<file path="src/rtl/reg_bus_sequencer.sv">
// reg_bus_sequencer: moves 16-bit data between general registers over the
// shared register bus. Commands (MOV, LDI, optional SWAP) arrive on a
// valid/ready handshake; the sequencer drives one-hot read enables (ea_o) and
// active-low write strobes (r_w_o), holding bus data in tmp between phases.
//
// Optional feature macro: RBS_SWAP_EN -- builds the SWAP op (RD_B/WR_A states
// and the second holding register). Without it, op 2'b10 is rejected as illegal.
//
// state  | meaning
// -------+---------------------------------------------------------------
// IDLE   | waiting for a command, cmd_ready_o high
// RD_A   | ea[src] high, tmp captures bus_in at the closing edge
// RD_B   | ea[dst] high, tmp2 captures bus_in (SWAP only)
// WR_A   | bus_out = tmp2, r_w[src] low (SWAP only)
// WR_B   | bus_out = tmp, r_w[dst] low, done pulse
// ERR    | rejected command, err pulse, no bus activity

module reg_bus_sequencer #(
    parameter int NREG = 8,
    parameter int AW   = 3
) (
    input  logic            clk_i,
    input  logic            clr_i,
    input  logic            cmd_valid_i,
    output logic            cmd_ready_o,
    input  logic [1:0]      cmd_op_i,
    input  logic [AW-1:0]   cmd_src_i,
    input  logic [AW-1:0]   cmd_dst_i,
    input  logic [15:0]     cmd_imm_i,
    input  logic [15:0]     bus_in_i,
    output logic [NREG-1:0] ea_o,
    output logic [NREG-1:0] r_w_o,
    output logic [15:0]     bus_out_o,
    output logic            busy_o,
    output logic            done_o,
    output logic            err_o
);

    typedef enum logic [2:0] {
        S_IDLE = 3'd0,
        S_RD_A = 3'd1,
        S_WR_B = 3'd2,
`ifdef RBS_SWAP_EN
        S_RD_B = 3'd4,
        S_WR_A = 3'd5,
`endif
        S_ERR  = 3'd3
    } state_t;

    state_t        state_q, state_d;
    logic [AW-1:0] src_q, src_d;
    logic [AW-1:0] dst_q, dst_d;
    logic [15:0]   tmp_q, tmp_d;
    logic          src_ok, dst_ok;
`ifdef RBS_SWAP_EN
    logic          swap_q, swap_d;
    logic [15:0]   tmp2_q, tmp2_d;
`endif

    // State, latched indices and holding registers; reset drops any command in flight.
    always_ff @(posedge clk_i) begin
        if (!clr_i) begin
            state_q <= S_IDLE;
            src_q   <= '0;
            dst_q   <= '0;
            tmp_q   <= '0;
`ifdef RBS_SWAP_EN
            swap_q  <= 1'b0;
            tmp2_q  <= '0;
`endif
        end else begin
            state_q <= state_d;
            src_q   <= src_d;
            dst_q   <= dst_d;
            tmp_q   <= tmp_d;
`ifdef RBS_SWAP_EN
            swap_q  <= swap_d;
            tmp2_q  <= tmp2_d;
`endif
        end
    end

    // Next-state: command decode and validation in IDLE, then fixed phase walk.
    always_comb begin
        state_d = state_q;
        src_d   = src_q;
        dst_d   = dst_q;
        tmp_d   = tmp_q;
`ifdef RBS_SWAP_EN
        swap_d  = swap_q;
        tmp2_d  = tmp2_q;
`endif
        src_ok  = int'(cmd_src_i) < NREG;
        dst_ok  = int'(cmd_dst_i) < NREG;

        case (state_q)
            S_IDLE: begin
                if (cmd_valid_i) begin
                    src_d = cmd_src_i;
                    dst_d = cmd_dst_i;
`ifdef RBS_SWAP_EN
                    swap_d = (cmd_op_i == 2'b10);
`endif
                    case (cmd_op_i)
                        2'b00: state_d = (src_ok && dst_ok) ? S_RD_A : S_ERR;
                        2'b01: begin
                            if (dst_ok) begin
                                state_d = S_WR_B;
                                tmp_d   = cmd_imm_i;
                            end else begin
                                state_d = S_ERR;
                            end
                        end
`ifdef RBS_SWAP_EN
                        2'b10: state_d = (src_ok && dst_ok) ? S_RD_A : S_ERR;
`endif
                        default: state_d = S_ERR;
                    endcase
                end
            end
            S_RD_A: begin
                tmp_d = bus_in_i;
`ifdef RBS_SWAP_EN
                state_d = swap_q ? S_RD_B : S_WR_B;
`else
                state_d = S_WR_B;
`endif
            end
`ifdef RBS_SWAP_EN
            S_RD_B: begin
                tmp2_d  = bus_in_i;
                state_d = S_WR_A;
            end
            S_WR_A: state_d = S_WR_B;
`endif
            S_WR_B:  state_d = S_IDLE;
            S_ERR:   state_d = S_IDLE;
            default: state_d = S_IDLE;
        endcase
    end

    // Moore output decode from registered state and indices.
    always_comb begin
        ea_o        = '0;
        r_w_o       = '1;
        bus_out_o   = '0;
        done_o      = 1'b0;
        err_o       = 1'b0;
        busy_o      = (state_q != S_IDLE);
        cmd_ready_o = (state_q == S_IDLE);

        case (state_q)
            S_RD_A: begin
                for (int i = 0; i < NREG; i++) begin
                    if (src_q == AW'(i)) ea_o[i] = 1'b1;
                end
            end
`ifdef RBS_SWAP_EN
            S_RD_B: begin
                for (int i = 0; i < NREG; i++) begin
                    if (dst_q == AW'(i)) ea_o[i] = 1'b1;
                end
            end
            S_WR_A: begin
                bus_out_o = tmp2_q;
                for (int i = 0; i < NREG; i++) begin
                    if (src_q == AW'(i)) r_w_o[i] = 1'b0;
                end
            end
`endif
            S_WR_B: begin
                bus_out_o = tmp_q;
                done_o    = 1'b1;
                for (int i = 0; i < NREG; i++) begin
                    if (dst_q == AW'(i)) r_w_o[i] = 1'b0;
                end
            end
            S_ERR:   err_o = 1'b1;
            default: ;
        endcase
    end

endmodule

</file>
<file path="config.mk">
export PLATFORM = sky130hd
export DESIGN_NAME = reg_bus_sequencer
export DESIGN_NICKNAME = d
export VERILOG_FILES = /design/src/rtl/reg_bus_sequencer.sv
export SDC_FILE = /design/constraint.sdc
export NUM_CORES = 1
export LEC_CHECK = 0
export ABC_AREA = 1
export CAP_MARGIN = 25
export CORE_MARGIN = 2
export CORE_UTILIZATION = 42
export CTS_BUF_LIST = sky130_fd_sc_hd__clkbuf_8
export DETAILED_ROUTE_END_ITERATION = 10
export GPL_TIMING_DRIVEN = 0
export PLACE_DENSITY = 0.87
export SETUP_SLACK_MARGIN = 0.02
export SYNTH_ARGS = -nofsm -noshare
export SYNTH_HDL_FRONTEND = slang
export SYNTH_SLANG_ARGS = --single-unit
</file>
<file path="constraint.sdc">
create_clock -name clk_i -period 3.86 [get_ports clk_i]
set_clock_uncertainty 0.05 [all_clocks]
set_input_delay 0.772 -clock clk_i [delete_from_list [all_inputs] [get_ports clk_i]]
set_output_delay 0.772 -clock clk_i [all_outputs]
set_load 0.01 [all_outputs]
</file>
==> results of run 1 <==
-- placed cells by master (no fill, tap or decap) --
master and count:
inv_2 3, nand2_2 2, clkbuf_8 3, bufinv_16 1
or2_1 1, inv_1 25, clkbuf_1 3, a21oi_1 6
nor2_1 63, nand3_1 4, nor3_1 1, nor2_2 2
buf_4 3, buf_2 3, o21ai_0 6, clkdlybuf4s50_1 78
nand2_1 98, dfxtp_1 24
-- final cells by class --
class / count / area, um2
multi-input combinational: 183 / 721
sequential: 24 / 480
fill: 284 / 791
clock buffer: 3 / 41.3
buffer: 9 / 48.8
timing repair buffer: 78 / 781
clock inverter: 1 / 30.0
tap: 44 / 55.1
inverter: 28 / 105
-- power by group --
group / leakage, nW / internal [mW] / switching [mW]
Clock: 0.0357 / 0.139 / 0.0820
Sequential: 0.198 / 0.272 / 0.00996
Combinational: 0.835 / 0.0939 / 0.0966
Total: 1.07 / 0.505 / 0.189
-- kinds of logic after synthesis --
family / Yosys count / synth area share
AO/OA/AOI/OAI: 12 / 0.0443
AND/OR/NAND/NOR: 171 / 0.488
buffers and inverters: 37 / 0.114
flip-flops: 24 / 0.355
-- how the worst min path moves through the flow --
| stage | to | slack (ns) | cells past startpoint |
|---|---|---|---|
| CTS | dst_q[0]$_SDFFE_PN0P_ | 0.45 | 2 |
| finish | dst_q[0]$_SDFFE_PN0P_ | 0.45 | 2 |
| global placement | dst_q[1]$_SDFFE_PN0P_ | 0.43 | 2 |
| detailed placement | dst_q[0]$_SDFFE_PN0P_ | 0.44 | 2 |
| floorplan | src_q[2]$_SDFFE_PN0P_ | 0.42 | 2 |
| global route | src_q[0]$_SDFFE_PN0P_ | 0.49 | 2 |
-- routing by layer --
metal / track usage / vias to the layer above
met5: 0 / -
met4: 0.0839 / 0
met3: 0.0448 / 6
met2: 0.379 / 48
met1: 0.267 / 702
li1: - / 877
-- flip-flops by register name, summed over array words and instances (netlist names) --
signal / count
dst_q: 3
src_q: 3
state_q: 2
tmp_q: 16
-- metrics by stage --
step / hold slack [ns] / setup slack, ns / util
after global routing: 0.495 / 0.799 / 0.741
after detailed placement: 0.441 / 1.25 / 0.718
after CTS: 0.454 / 0.944 / 0.741
after global placement: 0.434 / 1.27 / 0.718
after floorplan: 0.416 / 1.90 / -
final: 0.449 / 0.951 / 0.741
-- critical path: cells and delay by family (launching register included) --
family / cells / cell delay, ns
flops: 1 / 0.44
buf+inv: 3 / 0.93
simple gates: 3 / 0.43
==> results.json, run 1 <==
{
  "cp_slowest_cell": "clkdlybuf4s50_1",
  "fin_crit_sh": 0.754,
  "startpoint_type": "flop",
  "cts_tree": "done",
  "drc_errors": 0,
  "post_drt_wl_per_cell_um": 10.3,
  "clockRootBuffer": "clkbuf_8",
  "ir_drop_mv": 0.209,
  "final_cell_area_mm2": 0.00226,
  "wl_met3_um": 251,
  "hpwl_mm": 2.91,
  "syn_nets": 287,
  "tns_ns": 0,
  "grt_max_degree": 15,
  "total_power_mw": 0.693,
  "synth_area_leaders": "dfxtp_1, nand2_1, nor2_1, inv_1, a21oi_1",
  "overflow": 0,
  "syn_area_mm2": 0.00136,
  "ctsLongestPathBuffers": 2,
  "area_delta_synth_final_pct": 66.9,
  "rsz0062_at_grt": "no",
  "synth_seq_area_share": 0.355,
  "cts_resized": 0,
  "yosys-top-cells-count": "nand2_1, nor2_1, inv_1",
  "crit_fanout": 10,
  "via_per_inst": 4.41,
  "critPathKind": "reg2out",
  "cp-end-kind": "output pin",
  "place_congestion": 0.806,
  "wl_mm": 3.81,
  "ys_ff_latch": 24,
  "synth_area_per_cell_um2": 5.55,
  "drive_gt1_frac": 0.0521,
  "holdBufCountCts": 0,
  "pwr_density_cell_mw_per_mm2": 306,
  "hold_viol": 0,
  "yosysMostFrequentCell": "nand2_1",
  "final_nets": 370,
  "setup_violations": 0,
  "numPortBuffers": 78,
  "leakage_nw": 1.07,
  "yosysUniqueCellTypes": 15,
  "worst_slew_pin_slew_ns": 0.511,
  "n_antenna_cell": 0,
  "rr_worst_depth": 6,
  "ff2ff_setup_slack_ns": 2.45,
  "maxCapViolations": 0,
  "hp-class": "reg2reg",
  "wl_met2_mm": 1.81,
  "required_ns": 3.04,
  "io_pins": 79,
  "grt_use_total": 0.219,
  "die_w_um": 60.8,
  "worstPathCellList": "nand2_2, inv_2, buf_4, nand2_1, nor2_1, clkdlybuf4s50_1",
  "die_area_mm2": 0.00370,
  "numCtsBuffers": 3,
  "yosys_warnings": 0,
  "ant_nets": 0,
  "synth_edf_count": 0,
  "met1_length_mm": 1.67,
  "drv_slew": 0,
  "antenna_found_initial": 0,
  "htree_levels": 1,
  "async_flop_share": 0,
  "top_layer": "met4",
  "relSlewSlack": 0.659,
  "dp.cells": 366,
  "synth_top_area_cell": "dfxtp_1",
  "outcome": "completed",
  "min_from": "dst_q[0]$_SDFFE_PN0P_",
  "start_util": 0.444,
  "grt_pass1_wl_mm": 6.09,
  "first_pass_iters": 4,
  "crit_end": "ea_o[5]",
  "yosysTopAreaCellShare": 0.355,
  "vias": 1633,
  "drtIter0Drc": 53,
  "clk_pin_slew_worst_paths_ns": 0.09,
  "reg2reg_to": "tmp_q[6]$_SDFFE_PN0P_",
  "fin_cells": 370,
  "synth_flop_cell": "dfxtp_1",
  "critPathMaxStageDelay_ns": 0.55,
  "fin_crit_ns": 2.91,
  "clk_latency_ns": 0.27,
  "max_freq_mhz": 344,
  "synthCells": 244,
  "cp_data_arrival_time_ns": 2.09,
  "startpoint": "state_q[0]$_SDFFE_PN0P_",
  "post_dp_cell_area_mm2": 0.00219,
  "cts_num_sinks": 24,
  "grt_pass1_vias": 1439,
  "fp-row-count": 20,
  "die-height_um": 60.8,
  "core_area_mm2": 0.00305,
  "cts_setup_buffers": 0,
  "r2r_start": "state_q[0]$_SDFFE_PN0P_"
}
No activity file was read; power rests on OpenSTA's default activity.
==> run 2: changes to the inputs <==
--- a/config.mk
+++ b/config.mk
@@ -8,11 +8,11 @@
 export ABC_AREA = 1
 export CAP_MARGIN = 25
 export CORE_MARGIN = 2
-export CORE_UTILIZATION = 42
+export CORE_UTILIZATION = 39
 export CTS_BUF_LIST = sky130_fd_sc_hd__clkbuf_8
 export DETAILED_ROUTE_END_ITERATION = 10
 export GPL_TIMING_DRIVEN = 0
-export PLACE_DENSITY = 0.87
+export PLACE_DENSITY = 0.81
 export SETUP_SLACK_MARGIN = 0.02
 export SYNTH_ARGS = -nofsm -noshare
 export SYNTH_HDL_FRONTEND = slang
==> constraint.sdc (replaced) <==
create_clock -name clk_i -period 3.03 [get_ports clk_i]
set_clock_uncertainty 0.05 [all_clocks]
set_input_delay 0.606 -clock clk_i [delete_from_list [all_inputs] [get_ports clk_i]]
set_output_delay 0.606 -clock clk_i [all_outputs]
set_load 0.01 [all_outputs]
==> run 2 against run 1 <==
Power grew 28%. Critical path type unchanged. Highest routed layer unchanged. Worst setup slack worse by 0.69 ns. Sequential cell count is the same. Critical path depth stayed put. Sequential power grew 27%. Critical endpoint is now bus_out_o[2]. Combinational power up 26%. Largest power group unchanged.
==> results.json, run 2 (synthesis results as in run 1) <==
{
  "tns_ns": 0,
  "cts_num_sinks": 24,
  "grt_pass1_wl_mm": 6.55,
  "hold_slack_ns": 0.457,
  "relSlewSlack": 0.676,
  "area_delta_synth_final_pct": 67.1,
  "rsz0062_at_grt": "no",
  "die-height_um": 62.9,
  "top_regs": "tmp_q (16), dst_q (3), src_q (3)",
  "place_congestion": 0.775,
  "critPathMaxStageDelay_ns": 0.56,
  "ir_drop_mv": 0.218,
  "start_util": 0.406,
  "switching_share": 0.275,
  "cts_tree": "done",
  "cp_common_cell": "inv_2",
  "fp-row-count": 21,
  "cts_resized": 0,
  "grt_pass1_vias": 1442,
  "final_nets": 370,
  "r2r_start": "state_q[0]$_SDFFE_PN0P_",
  "vias": 1638,
  "fin_crit_sh": 0.914,
  "switching_power_mw": 0.244,
  "fin_crit_ns": 2.77,
  "ant_nets": 0,
  "ctsLongestPathBuffers": 2,
  "utilization": 0.679,
  "crit_fanout": 10,
  "leakage_nw": 1.07,
  "critPathKind": "reg2out",
  "grt_max_degree": 15,
  "hold_viol": 0,
  "p_clk_frac": 0.323,
  "hpwl_mm": 2.97,
  "post_drt_wl_per_cell_um": 10.4,
  "post_dp_cell_area_mm2": 0.00219,
  "overflow": 0,
  "worstPathCellList": "inv_2, nor2_2, inv_2, clkbuf_1, nor2_1, clkdlybuf4s50_1",
  "worst_slew_pin_slew_ns": 0.485,
  "die_w_um": 62.9,
  "largest_register_ffs": 16,
  "hp-class": "reg2reg",
  "final_cell_area_mm2": 0.00226,
  "max_freq_mhz": 361,
  "via_per_inst": 4.40,
  "outcome": "completed",
  "required_ns": 2.37,
  "clk_pin_slew_worst_paths_ns": 0.08,
  "drc_errors": 0,
  "internal_power_mw": 0.643,
  "n_antenna_cell": 0,
  "drtIter0Drc": 103,
  "pwr_density_cell_mw_per_mm2": 392,
  "top_register": "tmp_q",
  "startpoint": "state_q[1]$_SDFFE_PN0P_",
  "io_pins": 79,
  "rr_worst_depth": 7,
  "grt_use_total": 0.208,
  "die_area_mm2": 0.00396,
  "ff2ff_setup_slack_ns": 1.66,
  "seqPwrFrac": 0.405,
  "holdBufCountCts": 0,
  "setup_violations": 0,
  "first_pass_iters": 4,
  "layout_commonest_cell": "nand2_1",
  "worst_slack_ns": 0.259,
  "cp_data_arrival_time_ns": 2.11,
  "clk_latency_ns": 0.27,
  "core_area_mm2": 0.00334,
  "final_cell_mix": "nand2_1, clkdlybuf4s50_1, nor2_1",
  "power_frac_comb": 0.272,
  "numCtsBuffers": 3,
  "crit_end": "bus_out_o[2]",
  "dp_slack_ns": 0.563,
  "antenna_found_initial": 0,
  "reg2reg_to": "tmp_q[8]$_SDFFE_PN0P_",
  "startpoint_type": "flop",
  "cp-end-kind": "output pin",
  "cts_setup_buffers": 0,
  "htree_levels": 1,
  "clockRootBuffer": "clkbuf_8",
  "maxCapViolations": 0,
  "drv_slew": 0,
  "cp_slowest_cell": "clkdlybuf4s50_1",
  "numPortBuffers": 78,
  "wl_mm": 3.88,
  "drive_gt1_frac": 0.0521
}
==> run 2: cell counts in the layout (fill, tap and decap cells not counted) <==
No cell type changed its count.
==> run 2: layout make-up <==
type	count	area (um2)
inverter	28	105
buffer	9	48.8
sequential	24	480
multi-input combinational	183	721
clock inverter	1	30.0
fill	329	1070
tap	46	57.6
timing repair buffer	78	781
clock buffer	3	41.3
==> run 2: critical path, delay by kind of cell, from the launching register on <==
kind | cells | cell delay [ns]
simple gates | 2 | 0.42
buf+inv | 4 | 1.04
flops | 1 | 0.39
==> run 2: worst min path at each step <==
stage / startpoint / cells past startpoint / to
after floorplan: src_q[2]$_SDFFE_PN0P_ / 2 / src_q[2]$_SDFFE_PN0P_
final: dst_q[0]$_SDFFE_PN0P_ / 2 / dst_q[0]$_SDFFE_PN0P_
after CTS: dst_q[0]$_SDFFE_PN0P_ / 2 / dst_q[0]$_SDFFE_PN0P_
after global routing: dst_q[0]$_SDFFE_PN0P_ / 2 / dst_q[0]$_SDFFE_PN0P_
after global placement: dst_q[1]$_SDFFE_PN0P_ / 2 / dst_q[1]$_SDFFE_PN0P_
after detailed placement: src_q[2]$_SDFFE_PN0P_ / 2 / src_q[2]$_SDFFE_PN0P_
==> run 2: routing by layer <==
layer / share of wire / wire [um] / global-route usage
met1: 0.44 / 1710 / 0.260
met2: 0.49 / 1910 / 0.355
met3: 0.053 / 207 / 0.0396
met4: 0.015 / 57 / 0.0750
met5: 0 / 0 / 0
==> run 2: power by group through the flow <==
stage / logic [mW] / clock network, mW / registers, mW
finish: 0.241 / 0.286 / 0.359
global route: 0.274 / 0.303 / 0.363
CTS: 0.244 / 0.290 / 0.359
detailed placement: 0.242 / 0 / 0.366
global placement: 0.238 / 0 / 0.365
floorplan: 0.134 / 0 / 0.364
==> run 2: per-stage QoR <==
step / std cells / power (mW)
finish: 372 / 0.887
global route: 372 / 0.940
floorplan: 244 / 0.497
CTS: 372 / 0.892
global placement: 368 / 0.603
detailed placement: 368 / 0.608
==> run 3: changes to the inputs <==
--- a/config.mk
+++ b/config.mk
@@ -11,7 +11,7 @@
 export CORE_UTILIZATION = 39
 export CTS_BUF_LIST = sky130_fd_sc_hd__clkbuf_8
 export DETAILED_ROUTE_END_ITERATION = 10
-export GPL_TIMING_DRIVEN = 0
+export GPL_TIMING_DRIVEN = 1
 export PLACE_DENSITY = 0.81
 export SETUP_SLACK_MARGIN = 0.02
 export SYNTH_ARGS = -nofsm -noshare
==> run 3 against run 2 <==
Clock power is 3% lower. Design area decreased by 1.8%. Power down 2.3%. Sequential share of layout area increased by 0.39 points. Via count decreased by 3.6%. Sequential power about the same. Clock-buffer cell count unchanged. Die area unchanged. Final cell count down 2.2%. Sequential cell count stayed put. First-iteration DRC count down 27%. Largest cell class unchanged. Largest power group unchanged. Highest routed layer unchanged.
==> results.json, run 3 (synthesis results as in run 1) <==
{
  "outcome": "completed",
  "required_ns": 2.37,
  "ant_nets": 0,
  "top_regs": "tmp_q (16), dst_q (3), src_q (3)",
  "switching_power_mw": 0.230,
  "post_drt_wl_per_cell_um": 9.86,
  "fin_crit_ns": 2.77,
  "cp_slowest_cell": "clkdlybuf4s50_1",
  "cp_data_arrival_time_ns": 2.11,
  "drtIter0Drc": 75,
  "switching_share": 0.266,
  "critPathMaxStageDelay_ns": 0.54,
  "grt_pass1_wl_mm": 5.94,
  "grt_use_total": 0.181,
  "vias": 1579,
  "drc_errors": 0,
  "worst_slack_ns": 0.261,
  "internal_power_mw": 0.636,
  "die_w_um": 62.9,
  "clk_latency_ns": 0.26,
  "dp.cells": 360,
  "numCtsBuffers": 3,
  "rsz0062_at_grt": "no",
  "die_area_mm2": 0.00396,
  "grt_pass1_vias": 1320,
  "tns_ns": 0,
  "startpoint_type": "flop",
  "ir_drop_mv": 0.231,
  "cts_setup_buffers": 0,
  "holdBufCountCts": 0,
  "antenna_found_initial": 0,
  "final_cell_mix": "nand2_1, clkdlybuf4s50_1, nor2_1",
  "top_register": "tmp_q",
  "cts_resized": 0,
  "critPathTopFamily": "buffers and inverters",
  "wl_mm": 3.59,
  "min_from": "dst_q[1]$_SDFFE_PN0P_",
  "critPathKind": "reg2out",
  "grt_max_degree": 33,
  "overflow": 0,
  "leakage_nw": 1.05,
  "ff2ff_setup_slack_ns": 1.33,
  "maxCapViolations": 0,
  "place_congestion": 0.836,
  "relSlewSlack": 0.633,
  "io_pins": 79,
  "area_delta_synth_final_pct": 64.1,
  "die-height_um": 62.9,
  "hpwl_mm": 2.75,
  "p_clk_frac": 0.319,
  "path_buf_inv": 2,
  "fp-row-count": 21,
  "n_antenna_cell": 0,
  "htree_levels": 1,
  "hold_slack_ns": 0.459,
  "final_nets": 362,
  "clockRootBuffer": "clkbuf_8",
  "first_pass_iters": 4,
  "startpoint": "state_q[0]$_SDFFE_PN0P_",
  "fin_cells": 364,
  "numPortBuffers": 78,
  "setup_violations": 0,
  "hold_viol": 0,
  "hp-class": "reg2reg",
  "cp-end-kind": "output pin",
  "total_power_mw": 0.866,
  "dp_slack_ns": 0.527,
  "pwr_density_cell_mw_per_mm2": 390,
  "clk_pin_slew_worst_paths_ns": 0.08,
  "worst_slew_pin_slew_ns": 0.548,
  "via_per_inst": 4.34,
  "seqPwrFrac": 0.414,
  "largest_register_ffs": 16,
  "fin_crit_sh": 0.914,
  "cts_tree": "done",
  "crit_fanout": 19,
  "core_area_mm2": 0.00334,
  "power_frac_comb": 0.267,
  "layout_commonest_cell": "nand2_1",
  "drv_slew": 0,
  "r2r_start": "state_q[1]$_SDFFE_PN0P_",
  "max_freq_mhz": 361,
  "worstPathCellList": "nand2_2, inv_2, nand2_1, nor2_1, clkdlybuf4s50_1",
  "start_util": 0.406,
  "drive_gt1_frac": 0.0377,
  "cts_num_sinks": 24,
  "ctsLongestPathBuffers": 2
}
-- run 3: cell types whose count changed in the layout (fill, tap and decap cells not counted) --
cell,delta
buf_4,-2
clkbuf_1,-3
buf_2,-3
-- run 3: power by group through the flow --
stage / clock network, mW / logic, mW / registers [mW]
finish: 0.276 / 0.231 / 0.359
global route: 0.299 / 0.261 / 0.362
CTS: 0.283 / 0.233 / 0.359
detailed placement: 0 / 0.232 / 0.366
global placement: 0 / 0.230 / 0.365
floorplan: 0 / 0.134 / 0.364
-- run 3: final timing paths --
| path | depth (start not counted) | to |
|---|---|---|
| max | 5 | ea_o[5] |
| min | 2 | dst_q[1]$_SDFFE_PN0P_ |
| max reg2reg | 7 | tmp_q[12]$_SDFFE_PN0P_ |
| min reg2reg | 2 | dst_q[1]$_SDFFE_PN0P_ |
-- run 3: per-layer routing --
layer | global-route usage | vias up | part of all wire
met4 | 0.0417 | 0 | 0.0075
met3 | 0.0270 | 2 | 0.057
met1 | 0.243 | 670 | 0.46
met5 | 0 | - | 0
li1 | - | 862 | -
met2 | 0.305 | 45 | 0.47
-- run 3: through the flow --
step	util	instance area [um2]
finish	0.666	2220
global route	0.666	2220
CTS	0.666	2220
detailed placement	0.645	2150
global placement	0.645	2150
floorplan	-	1360
-- run 3: area by class of cell --
type / instances / area [um2]
Inverter: 28 / 105
Fill cell: 327 / 1110
Timing Repair Buffer: 79 / 788
Clock buffer: 3 / 41.3
Multi-Input combinational cell: 183 / 721
Tap cell: 46 / 57.6
Clock inverter: 1 / 30.0
Sequential cell: 24 / 480
-- run 3: tightest hold or removal path, delay by kind of cell (launching register included) --
family	cells	cell delay (ns)
flops	1	0.34
compound gates	1	0.05
buf+inv	1	0.08
